File: config.mk
export PLATFORM = sky130hd
export DESIGN_NAME = sseg_scan_mux
export DESIGN_NICKNAME = d
export VERILOG_FILES = /design/src/rtl/sseg_scan_mux.sv
export SDC_FILE = /design/constraint.sdc
export NUM_CORES = 1
export LEC_CHECK = 0
export CORE_MARGIN = 2
export CORE_UTILIZATION = 45
export DETAILED_ROUTE_END_ITERATION = 10
export PLACE_DENSITY = 0.65
export SYNTH_ARGS = -nofsm -noshare
export SYNTH_HDL_FRONTEND = slang
export SYNTH_SLANG_ARGS = --single-unit
File: constraint.sdc
create_clock -name clk -period 5.6 [get_ports clk]
set_input_delay 1.12 -clock clk [delete_from_list [all_inputs] [get_ports clk]]
set_output_delay 1.12 -clock clk [all_outputs]
set_load 0.03 [all_outputs]
File: src/rtl/sseg_scan_mux.sv
// Time-multiplexed hex seven-segment driver: frame-synchronous loading, per-digit dp, PWM brightness, blank.
// Optional LEADING_ZERO_BLANK_EN hides leading zero digits (digit 0 always shown).
module sseg_scan_mux #(
  parameter int DIGITS       = 4,
  parameter int REFRESH_BITS = 17
) (
  input  logic                  clk,
  input  logic                  reset,
  input  logic [4*DIGITS-1:0]   value,
  input  logic [DIGITS-1:0]     dp_in,
  input  logic                  load,
  input  logic [3:0]            bright,
  input  logic                  blank,
  output logic [6:0]            sseg,
  output logic                  dp,
  output logic [DIGITS-1:0]     an,
  output logic                  pending,
  output logic                  frame_tick
);

  localparam int IW = (DIGITS > 1) ? $clog2(DIGITS) : 1;
  localparam logic [IW-1:0] LAST = IW'(DIGITS - 1);

  logic [REFRESH_BITS-1:0] dwell;
  logic [IW-1:0]           idx;
  logic [4*DIGITS-1:0]     stage_val, disp_val;
  logic [DIGITS-1:0]       stage_dp, disp_dp;
  logic                    dwell_end, boundary;
  logic [3:0]              cur_nib;
  logic                    cur_dp, cur_sup, pwm_on, lit;
  logic [DIGITS-1:0]       an_sel;

  function automatic logic [6:0] hex7(input logic [3:0] n);
    case (n)
      4'h0: hex7 = 7'b1000000;
      4'h1: hex7 = 7'b1111001;
      4'h2: hex7 = 7'b0100100;
      4'h3: hex7 = 7'b0110000;
      4'h4: hex7 = 7'b0011001;
      4'h5: hex7 = 7'b0010010;
      4'h6: hex7 = 7'b0000010;
      4'h7: hex7 = 7'b1111000;
      4'h8: hex7 = 7'b0000000;
      4'h9: hex7 = 7'b0010000;
      4'hA: hex7 = 7'b0001000;
      4'hB: hex7 = 7'b0000011;
      4'hC: hex7 = 7'b1000110;
      4'hD: hex7 = 7'b0100001;
      4'hE: hex7 = 7'b0000110;
      default: hex7 = 7'b0001110;
    endcase
  endfunction

  assign dwell_end  = &dwell;
  assign boundary   = dwell_end && (idx == LAST);
  assign frame_tick = boundary && !reset;

  always_ff @(posedge clk) begin
    if (reset) begin
      dwell <= '0;
      idx   <= '0;
    end else begin
      dwell <= dwell + 1'b1;
      if (dwell_end)
        idx <= (idx == LAST) ? '0 : idx + 1'b1;
    end
  end

  // Display registers only move at a frame boundary; a load landing on the
  // boundary itself bypasses staging so it is not delayed a whole frame.
  always_ff @(posedge clk) begin
    if (reset) begin
      stage_val <= '0;
      stage_dp  <= '0;
      disp_val  <= '0;
      disp_dp   <= '0;
      pending   <= 1'b0;
    end else if (boundary) begin
      if (load) begin
        disp_val <= value;
        disp_dp  <= dp_in;
      end else if (pending) begin
        disp_val <= stage_val;
        disp_dp  <= stage_dp;
      end
      pending <= 1'b0;
    end else if (load) begin
      stage_val <= value;
      stage_dp  <= dp_in;
      pending   <= 1'b1;
    end
  end

  always_comb begin
    cur_nib = '0;
    cur_dp  = 1'b0;
    cur_sup = 1'b0;
    for (int i = 0; i < DIGITS; i++) begin
      if (idx == IW'(i)) begin
        cur_nib = disp_val[4*i +: 4];
        cur_dp  = disp_dp[i];
`ifdef LEADING_ZERO_BLANK_EN
        cur_sup = (i > 0) && ((disp_val >> (4*i)) == '0);
`endif
      end
    end
  end

  assign pwm_on = dwell[REFRESH_BITS-1 -: 4] <= bright;
  assign lit    = pwm_on && !blank && !cur_sup;
  assign an_sel = ~(DIGITS'(1) << idx);

  always_ff @(posedge clk) begin
    if (reset) begin
      an   <= '1;
      sseg <= 7'h7F;
      dp   <= 1'b1;
    end else begin
      an   <= lit ? an_sel : '1;
      sseg <= cur_sup ? 7'h7F : hex7(cur_nib);
      dp   <= !(lit && cur_dp);
    end
  end

endmodule

# Word-level counts from Yosys, hierarchy flattened
# Memory sizes are Yosys's and may differ from the RTL's. A register that Yosys moved wholly into a read port is not among the register bits.
# Cells that the tools add are included.
# word_totals
output_inout_bits,14
in_bits,28
rom_bits,112
memories,1
reg_bits,65
# memory_table
memory,depth,width,rd,rd_clocked_by_memory_dff,wr,line_no,text
(name not given),16,7,1,1,0,34,case (n)
# op_classes
shifts,1
muxes,13
n_reduce_logical,14
n_addsub,2
order_cmp,1
n_eq_ne,3
bitwise,3
# ops
operator,count
$mux 16,2
$mux 4,6
$add 17x1->17 const B,1
$reduce_and 17->1,1
$eq 2x2->1 const B,2
$le 4x4->1,1
$logic_and 1x1->1,4
$mux 1,4
$not 4->4,1
$reduce_and 2->1,2
$reduce_or 2->1,2
$shl 1x2->4 const A,1
$logic_not 1->1,3
$add 2x1->2 const B,1
$eq 2x1->1 const B,1
$logic_not 2->1,1
$mux 2,1
$not 1->1,2
$reduce_bool 2->1,1

# Logic depth before layout (Yosys ltp)
# Gate-level depths: netlist (run 1).
# logic_depth
word_depth,7
mapped_depth,9
mapped_depth_nobuf,8

# Worst setup path after synthesis (run 1)
# Ideal clock, no wire load.
# synth_path
path_kind,input -> output
start,input reset
end,output frame_tick
path_slack_ps,2357
n_path_buf,3
cell_stages,4
arrival_time_ps,2123
t_required_ps,4480
path_cell_list,clkbuf_1 clkbuf_1 buf_1 nor2_1
# synth_via
elab_chain_len,2
# synth_rtl
item,line_no,text
from (decl),8,"input logic reset,"
$logic_not 1->1,56,assign frame_tick = boundary && !reset;
$logic_and 1x1->1,56,
to (decl),18,output logic frame_tick
# Every way passes these cells.

# Final worst setup path (run 1)
# layout_path
start,register dwell[0]
end,output frame_tick
# layout_via
elab_chain_len,3
# layout_rtl
item,line_no,text
from (decl),24,logic [REFRESH_BITS-1:0] dwell;
from (signal assigned),63,dwell <= dwell + 1'b1;
$reduce_and 17->1,54,assign dwell_end = &dwell;
named net dwell_end,28,"logic dwell_end, boundary;"
$logic_and 1x1->1,55,assign boundary = dwell_end && (idx == LAST);
$logic_and 1x1->1,56,
# The timed path passes the listed nets, and every way through them passes these cells.

==> run summary, run 1 <==
Post-synth cell types = 45
Min-delay src = stage_val[6]$_SDFFE_PP0P_
HPWL after detailed placement = 4.41 mm
Number of global-route vias before repair = 2,502
Clock transition at the registers of the reported paths = 70 ps
Startpoint Class = flop
DR WL/cell = 12.8 µm
Fmax achieved = 0.253 GHz
ANT nets after route = 0
Max VDD drop = 0.000155 V
Number of flops mapped to enable cells by yosys = 0
Number of non-filler instances in the completed layout = 510
Top post-synthesis cells by count = 72 x dfxtp_1, 49 x nand2_1, 44 x nor2_1
Synth Register Bits = 72
Crit. End Element = output pin
Syn. warnings = 0
Initial Util = 46.1%
Die Height = 89.8 µm
Width of the die = 89.8 µm
All-layer global routing usage = 17.4%
Vias = 2,593
HP Class = flop to flop
DRC violations left = 0
# hold bufs at CTS = 0
Synth Area per Inst = 8.80 µm²
DIE AREA = 8060 µm²
# resized after CTS = 0
Post-Route Utilization = 55.4%
Unrepaired setup endpoints after global routing = no
Setup Fix Bufs, Post-CTS = 0
Number of port buffers = 41
Worst Skew = 5.18 ps
Via density = 5.08
Final RePlAce weighted congestion = 0.769
Placed instance count = 494
Setup TNS = 0 ps
Top post-synthesis cells by area = dfxtp_1 44%, mux2i_1 7.6%, ha_1 6.0%
DR iter-0 viols = 92
Pwr Density = 267 nW/µm²
Leakage = 0.00148 µW
Synth Flop Type = dfxtp_1
Clock sinks = 72
Hold Fails Final Rpt = 0
Critical Path RT = 4480 ps
Final clock period utilization by the worst path = 70.6%
Slew at the pin closest to its max-slew limit = 847 ps
IO Count = 42
CTS Buffer Depth = 2
Status = completed
Arrival @ worst endpoint = 2830 ps
Final count of pins violating max slew = 0
Syn-to-layout area delta = 20.1%
CORE AREA = 7180 µm²
Final setup violation count = 0
CP Class = flop to output pin
Critical path fanouts, max = 8
Clk Latency, worst-skew pair = 340 ps
Register area share after synthesis = 43.6%
Syn nets = 420
NumNets Final = 450
Synthesized area = 3310 µm²
CTS tree = yes
H-tree depth = 3
Rel. slew slack = 43.6%
Root buffer cell = clkbuf_8
Gate Count Post-Synth = 376
Max_cap viols = 0
Pre-antenna DRT Iters = 4
Most numerous cell in the Yosys netlist = dfxtp_1
First-pass GRT wire length = 11.5 mm
Final min period = 3950 ps
CTS Buf Count = 9
Yosys top cell by area = dfxtp_1
ANT cells = 0
Initial antenna violation count = 0
Crit path from = dwell[0]$_SDFF_PP0_
Critical R2R Launch = dwell[0]$_SDFF_PP0_
Post-synth top area share = 43.6%
Num rows = 31
Total grt overflow = 0
Largest net degree at the start of global routing = 72
Total Routed Length = 6.55 mm
Async S/R FF share, synth = 0%
Layout cell share with drive strength beyond 1 = 6.33%
where the power goes:
part	total [µW]	switching, µW	internal (µW)
sequential	531	6.15	525
combinational	80.8	42.0	38.8
clock	451	190	260
total	1060	238	824
critical path, stage by stage, from the launching register on:
cell and delay (ps):
dfxtp_1 380, ha_1 200, nand3_1 240, nor4_1 360, ha_1 320, nand2_1 140, nor2_1 160, clkdlybuf4s50_1 690
per-stage QoR:
stage	area (µm²)	total power, µW	setup WS [ps]	hold slack, ps
after floorplan	3310	587	2360	430
after global placement	3750	623	2050	441
after detailed placement	3750	624	2000	446
after CTS	3970	1080	1600	456
after global routing	3970	1110	1440	473
final	3970	1060	1650	454
final timing paths:
kind | end | slack, ps | cells past startpoint
worst min register to register | stage_val[6]$_SDFFE_PP0P_ | 450 | 2
worst max-delay path | frame_tick | 1650 | 7
worst min-delay path | stage_val[6]$_SDFFE_PP0P_ | 450 | 2
worst max register to register | stage_val[15]$_SDFFE_PP0P_ | 2970 | 8
logic make-up (layout without fill, tap and decap cells):
logic type	after synthesis	count (layout)	share of synthesized area (%)
xor gates and xnor gates	13	13	3.44
AOI/OAI and AO/OA	69	69	14.1
DFF	72	72	43.6
and+or+nand+nor	139	139	19.6
buffers and inverters	40	75	5.03
adders and majority gates	16	16	6.05
muxes	27	27	8.24
sequential cells by signal, indices dropped and copies added (netlist names), 2 cells and up:
| name | count |
|---|---|
| sseg | 7 |
| idx | 2 |
| disp_val | 16 |
| an | 4 |
| dwell | 17 |
| stage_val | 16 |
| disp_dp | 4 |
| stage_dp | 4 |
per-layer routing:
| metal | wire length, µm | vias to the layer above | track usage (%) | share of wire, % |
|---|---|---|---|---|
| met5 | 0 | - | 0 | 0 |
| met4 | 119 | 0 | 8.21 | 1.8 |
| met3 | 239 | 10 | 3.44 | 3.6 |
| met2 | 2810 | 43 | 26.8 | 43 |
| met1 | 3380 | 1177 | 23.5 | 52 |
| li1 | - | 1363 | - | - |
cell type report:
cell class / count / area [µm²]
fillers: 649 / 3200
multi-input cells: 264 / 1700
flip-flops and latches: 72 / 1440
repair buffers: 44 / 428
clock buffers: 10 / 138
well taps: 99 / 124
clock inverters: 6 / 82.6
inverters: 15 / 56.3
cell usage in the layout (no fill, tap or decap), types with 4 or more instances in the layout:
cell type        synthesis  layout
ha_1                    16      16
nor3b_1                  4       4
a211oi_1                23      23
clkdlybuf4s50_1          0      40
o21ai_0                  6       6
clkbuf_8                 0      10
nor2_1                  44      43
a21oi_1                 23      23
inv_1                   15      15
nand3_1                 11      11
nor2b_1                  5       5
mux2i_1                 25      25
nor3_1                   4       4
nor4_1                   4       4
xnor2_1                 12      12
a31oi_1                  4       4
dfxtp_1                 72      72
nand2_1                 49      49
No activity file was read; power rests on OpenSTA's default activity.
==> run 2, diff against run 1 <==
- clock period: 5.6 -> 3.7 ns (I/O delays scaled with it)
==> run 2 against run 1 <==
- clock power grew 71%
- sequential share of layout area shrank 0.38 points
- critical path depth is the same
- critical path type unchanged
- cell count is the same
- final area grew 1.1%
- register-to-register slack lost 1900 ps
- wire length grew 4.0%
- non-clock buffer count is the same
==> run summary, run 2 (synthesis results as in run 1) <==
Hold Fails Final Rpt = 0 (unchanged)
Final RePlAce weighted congestion = 0.785 (+2.1%)
HP Class = flop to flop
Clk Latency, worst-skew pair = 350 ps (about the same)
Fin area = 4020 µm² (+1.1%)
P_int = 1340 µW (+62%)
DP Area = 3750 µm² (unchanged)
Final count of pins violating max slew = 0 (unchanged)
Num rows = 31 (unchanged)
Setup TNS = 0 ps (unchanged)
Min-delay src = stage_val[0]$_SDFFE_PP0P_
Rel. slew slack = 39.0% (-4.6 points)
Internal reg-to-reg setup slack = 1100 ps (-1870 ps)
Worst Skew = 12.4 ps (+7.25 ps)
Arrival @ worst endpoint = 2400 ps (-430 ps)
Commonest non-fill, non-tap cells in the layout = 72 x dfxtp_1, 49 x nand2_1, 43 x nor2_1, 39 x clkdlybuf4s50_1, 25 x mux2i_1
Clock transition at the registers of the reported paths = 70 ps (about the same)
CP Class = flop to output pin
Max VDD drop = 0.000222 V (+43%)
Leakage = 0.00151 µW (+2.2%)
Total Routed Length = 6.81 mm (+4.0%)
Unrepaired setup endpoints after global routing = no
Largest register FFs = 17 (unchanged)
Number of port buffers = 41 (unchanged)
NumNets Final = 450 (unchanged)
Via density = 5.19 (+2.0%)
Max_cap viols = 0 (unchanged)
Crit. End Element = output pin
Initial Util = 46.1% (unchanged)
Die Height = 89.8 µm (unchanged)
Commonest non-fill, non-tap cell in the layout = dfxtp_1
Switching Share = 21.3% (-1.1 points)
Clock power frac = 45.5% (+3.1 points)
Critical-path top delay cell = dfxtp_1
CTS Buffer Depth = 2 (unchanged)
CTS tree = yes
Most used cell, CP = ha_1
CP delay by family, top = simple AND/OR/NAND/NOR gates
Number of global-route vias before repair = 2,507 (+0.20%)
IO Count = 42 (unchanged)
Initial antenna violation count = 0 (unchanged)
Fmax achieved = 0.318 GHz
Pwr Density = 423 nW/µm² (+58%)
Post-Route Utilization = 56.0% (+0.59 points)
Number of buffers and inverters on the critical path = 1 (unchanged)
DR WL/cell = 13.4 µm (+4.0%)
Syn-to-layout area delta = 21.4%
ANT nets after route = 0 (unchanged)
DIE AREA = 8060 µm² (unchanged)
Clock sinks = 72 (unchanged)
Worst Hold Endpoint = stage_val[0]$_SDFFE_PP0P_
Pre-antenna DRT Iters = 4 (unchanged)
CORE AREA = 7180 µm² (unchanged)
Final clock period utilization by the worst path = 85.0%
Status = completed
Layout cell share with drive strength beyond 1 = 6.57% (+0.24 points)
Combinational Power Share = 7.2% (-0.4 points)
Width of the die = 89.8 µm (unchanged)
ANT cells = 0 (unchanged)
Root buffer cell = clkbuf_8
Vias = 2,645 (+2.0%)
P_sw = 362 µW (+52%)
Final setup violation count = 0 (unchanged)
HPWL after detailed placement = 4.58 mm (+3.9%)
Worst path cell trace = ha_1, nand3_1, nor4_2, ha_1, nand2_1, nor2_1, dlymetal6s2s_1
Worst r2r dst = stage_dp[3]$_SDFFE_PP0P_
H-tree depth = 3 (unchanged)
Regs by FF count = dwell x17, disp_val x16, stage_val x16
Critical Path RT = 2960 ps (-1520 ps)
DRC violations left = 0 (unchanged)
Critical path fanouts, max = 8 (unchanged)
FF-to-FF path depth = 8 (unchanged)
DR iter-0 viols = 85 (-7.6%)
Slew at the pin closest to its max-slew limit = 909 ps (+62.1 ps)
Hold Path Depth = 2 (unchanged)
Total grt overflow = 0 (unchanged)
Sequential share of power = 47.3% (-2.7 points)
CTS Buf Count = 9 (unchanged)
CP max stage delay = 380 ps (-310 ps)
Reg with most FFs = dwell
All-layer global routing usage = 17.8% (+0.47 points)
Design Power = 1700 µW (+60%)
First-pass GRT wire length = 11.9 mm (+3.8%)
Final min period = 3140 ps
Setup Fix Bufs, Post-CTS = 0 (unchanged)
Largest net degree at the start of global routing = 72 (unchanged)
Critical R2R Launch = dwell[0]$_SDFF_PP0_
Startpoint Class = flop
[run 2: cell count changes in the layout (fill, tap and decap cells not counted)]
cell / before / now
bufinv_16: 2 / 3
clkbuf_8: 10 / 11
clkdlybuf4s50_1: 40 / 39
clkinv_2: 3 / 1
dlymetal6s2s_1: 0 / 1
nor4_1: 4 / 3
nor4_2: 0 / 1
[run 2: worst max path at each step]
stage                  to           startpoint  slack (ps)  depth (start not counted)
5_1_grt        frame_tick  dwell[0]$_SDFF_PP0_         300                          7
3_3_place_gp   frame_tick  dwell[0]$_SDFF_PP0_         540                          7
6_report       frame_tick  dwell[0]$_SDFF_PP0_         560                          7
4_1_cts        frame_tick  dwell[0]$_SDFF_PP0_          60                          7
3_5_place_dp   frame_tick  dwell[0]$_SDFF_PP0_         450                          7
2_1_floorplan  frame_tick  dwell[0]$_SDFF_PP0_        1150                          6
[run 2: layout make-up]
class | count | area [µm²]
tap | 99 | 124
inverter | 15 | 56.3
fill | 694 | 3160
multi-input combinational | 264 | 1710
sequential | 72 | 1440
clock buffer | 11 | 151
clock inverter | 5 | 103
timing repair buffer | 44 | 430
[run 2: through the flow]
step	std cells	hold slack [ps]	worst slack, ps
floorplan	376	430	1150
global placement	494	441	540
detailed placement	494	446	446
CTS	510	456	62.9
global route	510	470	298
finish	510	455	555
[run 2: per-layer routing]
| metal | global-route usage, % | vias to the layer above | wire [µm] |
|---|---|---|---|
| met4 | 6.15 | 0 | 67 |
| met2 | 28.0 | 68 | 3020 |
| met1 | 23.9 | 1202 | 3340 |
| met3 | 4.69 | 6 | 381 |
| met5 | 0 | - | 0 |
| li1 | - | 1369 | - |
[run 2: power groups by stage]
stage	logic (µW)	clock network, µW	registers (µW)
floorplan	59.2	0	830
detailed placement	124	0	821
CTS	125	788	803
finish	123	772	803
global route	135	823	806
global placement	122	0	820
[run 2: worst min-delay path, cell delays in order (launching register included)]
cell     delay, ps
dfxtp_1        310
nand2_1         50
a21oi_1         50
[run 2: timing repair]
| action | in CTS | in global routing |
|---|---|---|
| setup endpoints to repair | 0 | 1 |
| hold buffers | 0 | 0 |
| resized for setup | 0 | 2 |
==> run 3, diff against run 2 <==
- clock period: 3.7 -> 2.95 ns (I/O delays scaled with it)
==> run 3 against run 2 <==
- flip-flop and latch count unchanged
- sequential share of layout area increased by 0.19 points
- hold slack improved by 0.73 ps
- largest cell class unchanged
==> run summary, run 3 (synthesis results as in run 1) <==
Largest net degree at the start of global routing = 41 (-43%)
Final setup violation count = 0 (unchanged)
Layout cell share with drive strength beyond 1 = 7.47% (+0.90 points)
Total Routed Length = 6.73 mm (-1.2%)
# hold bufs at CTS = 0 (unchanged)
Number of non-filler instances in the completed layout = 514 (+0.78%)
Commonest non-fill, non-tap cell in the layout = dfxtp_1
Design Power = 1980 µW (+17%)
CP max stage delay = 380 ps (about the same)
Number of global-route vias before repair = 2,485 (-0.88%)
Crit. End Element = output pin
Min-delay src = stage_val[15]$_SDFFE_PP0P_
Worst Hold Endpoint = stage_val[15]$_SDFFE_PP0P_
Via density = 5.08 (-2.1%)
Pre-antenna DRT Iters = 4 (unchanged)
CORE AREA = 7180 µm² (unchanged)
Clk Latency, worst-skew pair = 350 ps (about the same)
Critical-path top delay cell = dfxtp_1
Width of the die = 89.8 µm (unchanged)
Most used cell, CP = ha_1
Clock transition at the registers of the reported paths = 80 ps (about the same)
Worst r2r dst = sseg[0]$_SDFF_PP1_
Placed instance count = 498 (+0.81%)
DRC violations left = 0 (unchanged)
Fmax achieved = 0.371 GHz
FF-to-FF path depth = 8 (unchanged)
Internal reg-to-reg setup slack = 450 ps (-650 ps)
Worst path cell trace = ha_1, nand3_1, nor4_1, ha_1, nand2_1, nor2_1, buf_4
Critical R2R Launch = idx[1]$_SDFFE_PP0P_
Critical Path RT = 2360 ps (-600 ps)
Clock sinks = 72 (unchanged)
Slew at the pin closest to its max-slew limit = 834 ps (-74.9 ps)
CTS Buf Count = 9 (unchanged)
Leakage = 0.00149 µW (-1.4%)
Setup Fix Bufs, Post-CTS = 0 (unchanged)
Final count of pins violating max slew = 0 (unchanged)
CP Class = flop to output pin
DR WL/cell = 13.1 µm (-2.0%)
Max_cap viols = 0 (unchanged)
Final min period = 2700 ps
Setup TNS = 0 ps (unchanged)
Arrival @ worst endpoint = 2110 ps (-290 ps)
All-layer global routing usage = 17.4% (-0.39 points)
Regs by FF count = dwell x17, disp_val x16, stage_val x16
Die Height = 89.8 µm (unchanged)
CTS tree = yes
# resized after CTS = 0 (unchanged)
Initial Util = 46.1% (unchanged)
Max VDD drop = 0.000308 V (+39%)
Status = completed
First-pass GRT wire length = 11.6 mm (-2.6%)
Fillers = 680 (-2.0%)
Hold Fails Final Rpt = 0 (unchanged)
DP Area = 3780 µm² (+0.73%)
NumNets Final = 454 (+0.89%)
Num rows = 31 (unchanged)
HPWL after detailed placement = 4.64 mm (+1.2%)
Vias = 2,611 (-1.3%)
Pwr Density = 495 nW/µm² (+17%)
Syn-to-layout area delta = 20.7%
CTS Buffer Depth = 2 (unchanged)
Worst Skew = 10.4 ps (-2.01 ps)
Final clock period utilization by the worst path = 91.4%
Initial antenna violation count = 0 (unchanged)
Unrepaired setup endpoints after global routing = no
Hold Path Depth = 2 (unchanged)
Fin area = 4000 µm² (-0.53%)
DR iter-0 viols = 83 (-2.4%)
HP Class = flop to flop
Critical path fanouts, max = 4 (-4)
Rel. slew slack = 44.4% (+5.4 points)
Number of port buffers = 41 (unchanged)
DIE AREA = 8060 µm² (unchanged)
Total grt overflow = 0 (unchanged)
ANT nets after route = 0 (unchanged)
ANT cells = 0 (unchanged)
Commonest non-fill, non-tap cells in the layout = 72 x dfxtp_1, 49 x nand2_1, 43 x nor2_1, 39 x clkdlybuf4s50_1, 25 x mux2i_1
Final RePlAce weighted congestion = 0.784 (about the same)
Root buffer cell = clkbuf_8
H-tree depth = 3 (unchanged)
Reg with most FFs = dwell
Largest register FFs = 17 (unchanged)
Startpoint Class = flop
IO Count = 42 (unchanged)
## run 3: cell type report
| cell class | count | area (µm²) | share of cell area [%] |
|---|---|---|---|
| Clock inverter | 5 | 62.6 | 1.57 |
| Tap cell | 99 | 124 | 3.10 |
| Multi-Input combinational cell | 264 | 1700 | 42.7 |
| Timing Repair Buffer | 48 | 455 | 11.4 |
| Clock buffer | 11 | 151 | 3.79 |
| Sequential cell | 72 | 1440 | 36.1 |
| Inverter | 15 | 56.3 | 1.41 |
## run 3: worst max-delay path by stage
stage	endpoint	depth (start not counted)	start	slack, ps
after floorplan	frame_tick	6	dwell[0]$_SDFF_PP0_	540
after global placement	sseg[0]$_SDFF_PP1_	6	idx[0]$_SDFFE_PP0P_	570
after detailed placement	sseg[0]$_SDFF_PP1_	8	idx[1]$_SDFFE_PP0P_	460
after CTS	frame_tick	7	dwell[0]$_SDFF_PP0_	210
after global routing	frame_tick	6	dwell[7]$_SDFF_PP0_	80
final	frame_tick	7	dwell[0]$_SDFF_PP0_	250
## run 3: worst max-delay path, delay by kind of cell (launching register included)
kind	cells	cell delay, ps
simple gates	4	690
fa+ha+maj	2	510
flops	1	380
buf+inv	1	180
## run 3: layer usage
metal / wire (µm) / GRT usage [%] / share of wire (%)
met1: 3470 / 23.6 / 52
met2: 2920 / 27.0 / 43
met3: 214 / 3.27 / 3.2
met4: 123 / 8.21 / 1.8
met5: 0 / 0 / 0
## run 3: report_power, final
part	total, µW	switching [µW]	internal, µW
Clock	818	376	442
Combinational	153	78.8	74.5
Sequential	1010	11.3	996
Total	1980	466	1510
## run 3: metrics by stage
stage | utilization [%] | hold WS [ps] | setup slack, ps
6_report | 55.7 | 455 | 254
5_1_grt | 55.7 | 470 | 75.0
4_1_cts | 55.7 | 457 | 209
3_5_place_dp | 52.7 | 446 | 459
3_3_place_gp | 52.7 | 441 | 573
2_1_floorplan | - | 430 | 545
==> RTL edit (settings of run 2) <==
The parameter `DIGITS` goes from 4 to 8.
--- a/src/rtl/sseg_scan_mux.sv
+++ b/src/rtl/sseg_scan_mux.sv
@@ -3,3 +3,3 @@
 module sseg_scan_mux #(
-  parameter int DIGITS       = 4,
+  parameter int DIGITS       = 8,
   parameter int REFRESH_BITS = 17
Ports: changed (resized an, dp_in and value); port bits go from 42 to 66. The function was not compared with the original's and may differ.
==> RTL edit against run 2 <==
- the run now ends with design-rule violations left
- power rose by 77%
- cell area grew 63%
- routed wire length up 78%
- clock power up 93%
- worst setup slack got worse by 0.25 ns
- sequential cell count rose by 45
- sequential power is 63% higher
- area after synthesis is 61% higher
==> RTL edit: results (changes against run 2) <==
Outcome: complete, but fails checks
Violated checks: design-rule violations
R2R cell count: 11 (+3)
CTS root buf: clkbuf_16
Reg2reg setup slack: 0.44 ns (-0.66 ns)
Tmin final: 3.40 ns (+0.255 ns)
Power density over the cells: 459 nW/µm² (+8.5%)
CP endpoint: frame_tick
Synthesized area per cell: 8.69 µm² (-1.2%)
Peak supply drop: 249 µV (+12%)
Top cells by instance count after synthesis: dfxtp_1, nand2_1, nor2_1
Adder-cell share of the synthesized area: 4.22% (-1.8 points)
Sequential share of the synthesized area: 43.9% (+0.33 points)
Regs by FF count: disp_val (32), stage_val (32), dwell (17)
Slowest Stage Delay on Critical Path: 0.41 ns (+0.03 ns)
Post-cts resize count: 1 (+1)
HPWL after DPL: 8140 µm (+78%)
Layout cells sized above 1: 8.90% (+2.3 points)
Xor-xnor portion of the synthesized cell area: 2.13% (-1.3 points)
Worst-Margin Slew: 0.844 ns (-0.0643 ns)
NumNets Final: 727 (+62%)
Skew-Pair Late Insertion Delay: 0.42 ns (+0.07 ns)
Post-CTS setup buffers: 0 (unchanged)
Clock transition at the registers of the reported paths: 0.05 ns (-0.02 ns)
Leakage power: 2.42 nW (+60%)
Placed cell areas: 6000 µm² (+60%)
Worst Setup SP: dwell[3]$_SDFF_PP0_
Pin count of the biggest net entering global routing: 81 (+13%)
Final GP Congestion: 0.853 (+8.7%)
Top post-synthesis cells by area: dfxtp_1, mux2i_1, nand2_1
Part of the power in registers: 43.6% (-3.7 points)
Synthesized Nets: 680 (+62%)
DRC: 3 (+3)
Post-synthesis mux area share: 8.70% (+0.45 points)
Vias in the first global route: 4124 (+64%)
HP Start: stage_val[19]$_SDFFE_PP0P_
CP top delay family: simple AND/OR/NAND/NOR gates
Yosys cell types: 56 (+24%)
Post-Route Skew: 0.00680 ns (-0.00563 ns)
Switching portion of total power: 23.4% (+2.1 points)
Synth Area in Compound Gates: 17.7% (+3.6 points)
First-pass GRT wire length: 20200 µm (+70%)
Hold Crit Class: reg2reg
Reg-to-reg startpoint: idx[1]$_SDFFE_PP0P_
Total CTS buffers: 17 (+8)
Reg-to-Reg End: sseg[3]$_SDFF_PP1_
H-Tree Level Count: 4 (+1)
Vias per cell: 5.34 (+3.0%)
Average wire per standard cell: 14.8 µm (+11%)
Vias: 4365 (+65%)
IO buf count: 65 (+59%)
Worst-path maximum fanout: 5 (-3)
WP data arrival: 2.66 ns (+0.26 ns)
Initial DRT Pass Iterations: 7 (+3)
Post-Place Worst Slack: 0.477 ns (+0.0316 ns)
Initial DRC Count: 223 (+160%)
Logic power comb: 0.000201 W (+63%)
Crit-path slowest cell: dlygate4sd2_1
Placed instance count: 785 (+59%)
Global Route Usage Sum: 20.2% (+2.4 points)
[RTL edit: final cells by class]
class | count | area, µm²
Fill cell | 1016 | 4970
Clock inverter | 14 | 114
Timing Repair Buffer | 74 | 709
Inverter | 18 | 67.6
Multi-Input combinational cell | 433 | 2700
Sequential cell | 117 | 2340
Tap cell | 143 | 179
Clock buffer | 18 | 429
[RTL edit: worst min-delay path by stage]
stage / end / slack [ns] / depth (start not counted)
after detailed placement: stage_val[0]$_SDFFE_PP0P_ / 0.45 / 2
after global placement: dwell[0]$_SDFF_PP0_ / 0.44 / 1
after floorplan: dwell[0]$_SDFF_PP0_ / 0.43 / 1
final: stage_val[19]$_SDFFE_PP0P_ / 0.45 / 2
after global routing: stage_dp[5]$_SDFFE_PP0P_ / 0.47 / 2
after CTS: stage_val[0]$_SDFFE_PP0P_ / 0.45 / 2
[RTL edit: metal layers]
layer	global-route usage [%]	vias up	wire, µm
li1	-	2215	-
met1	24.4	2043	5510
met2	34.2	90	5870
met3	5.62	17	559
met4	8.29	0	165
met5	0	-	0
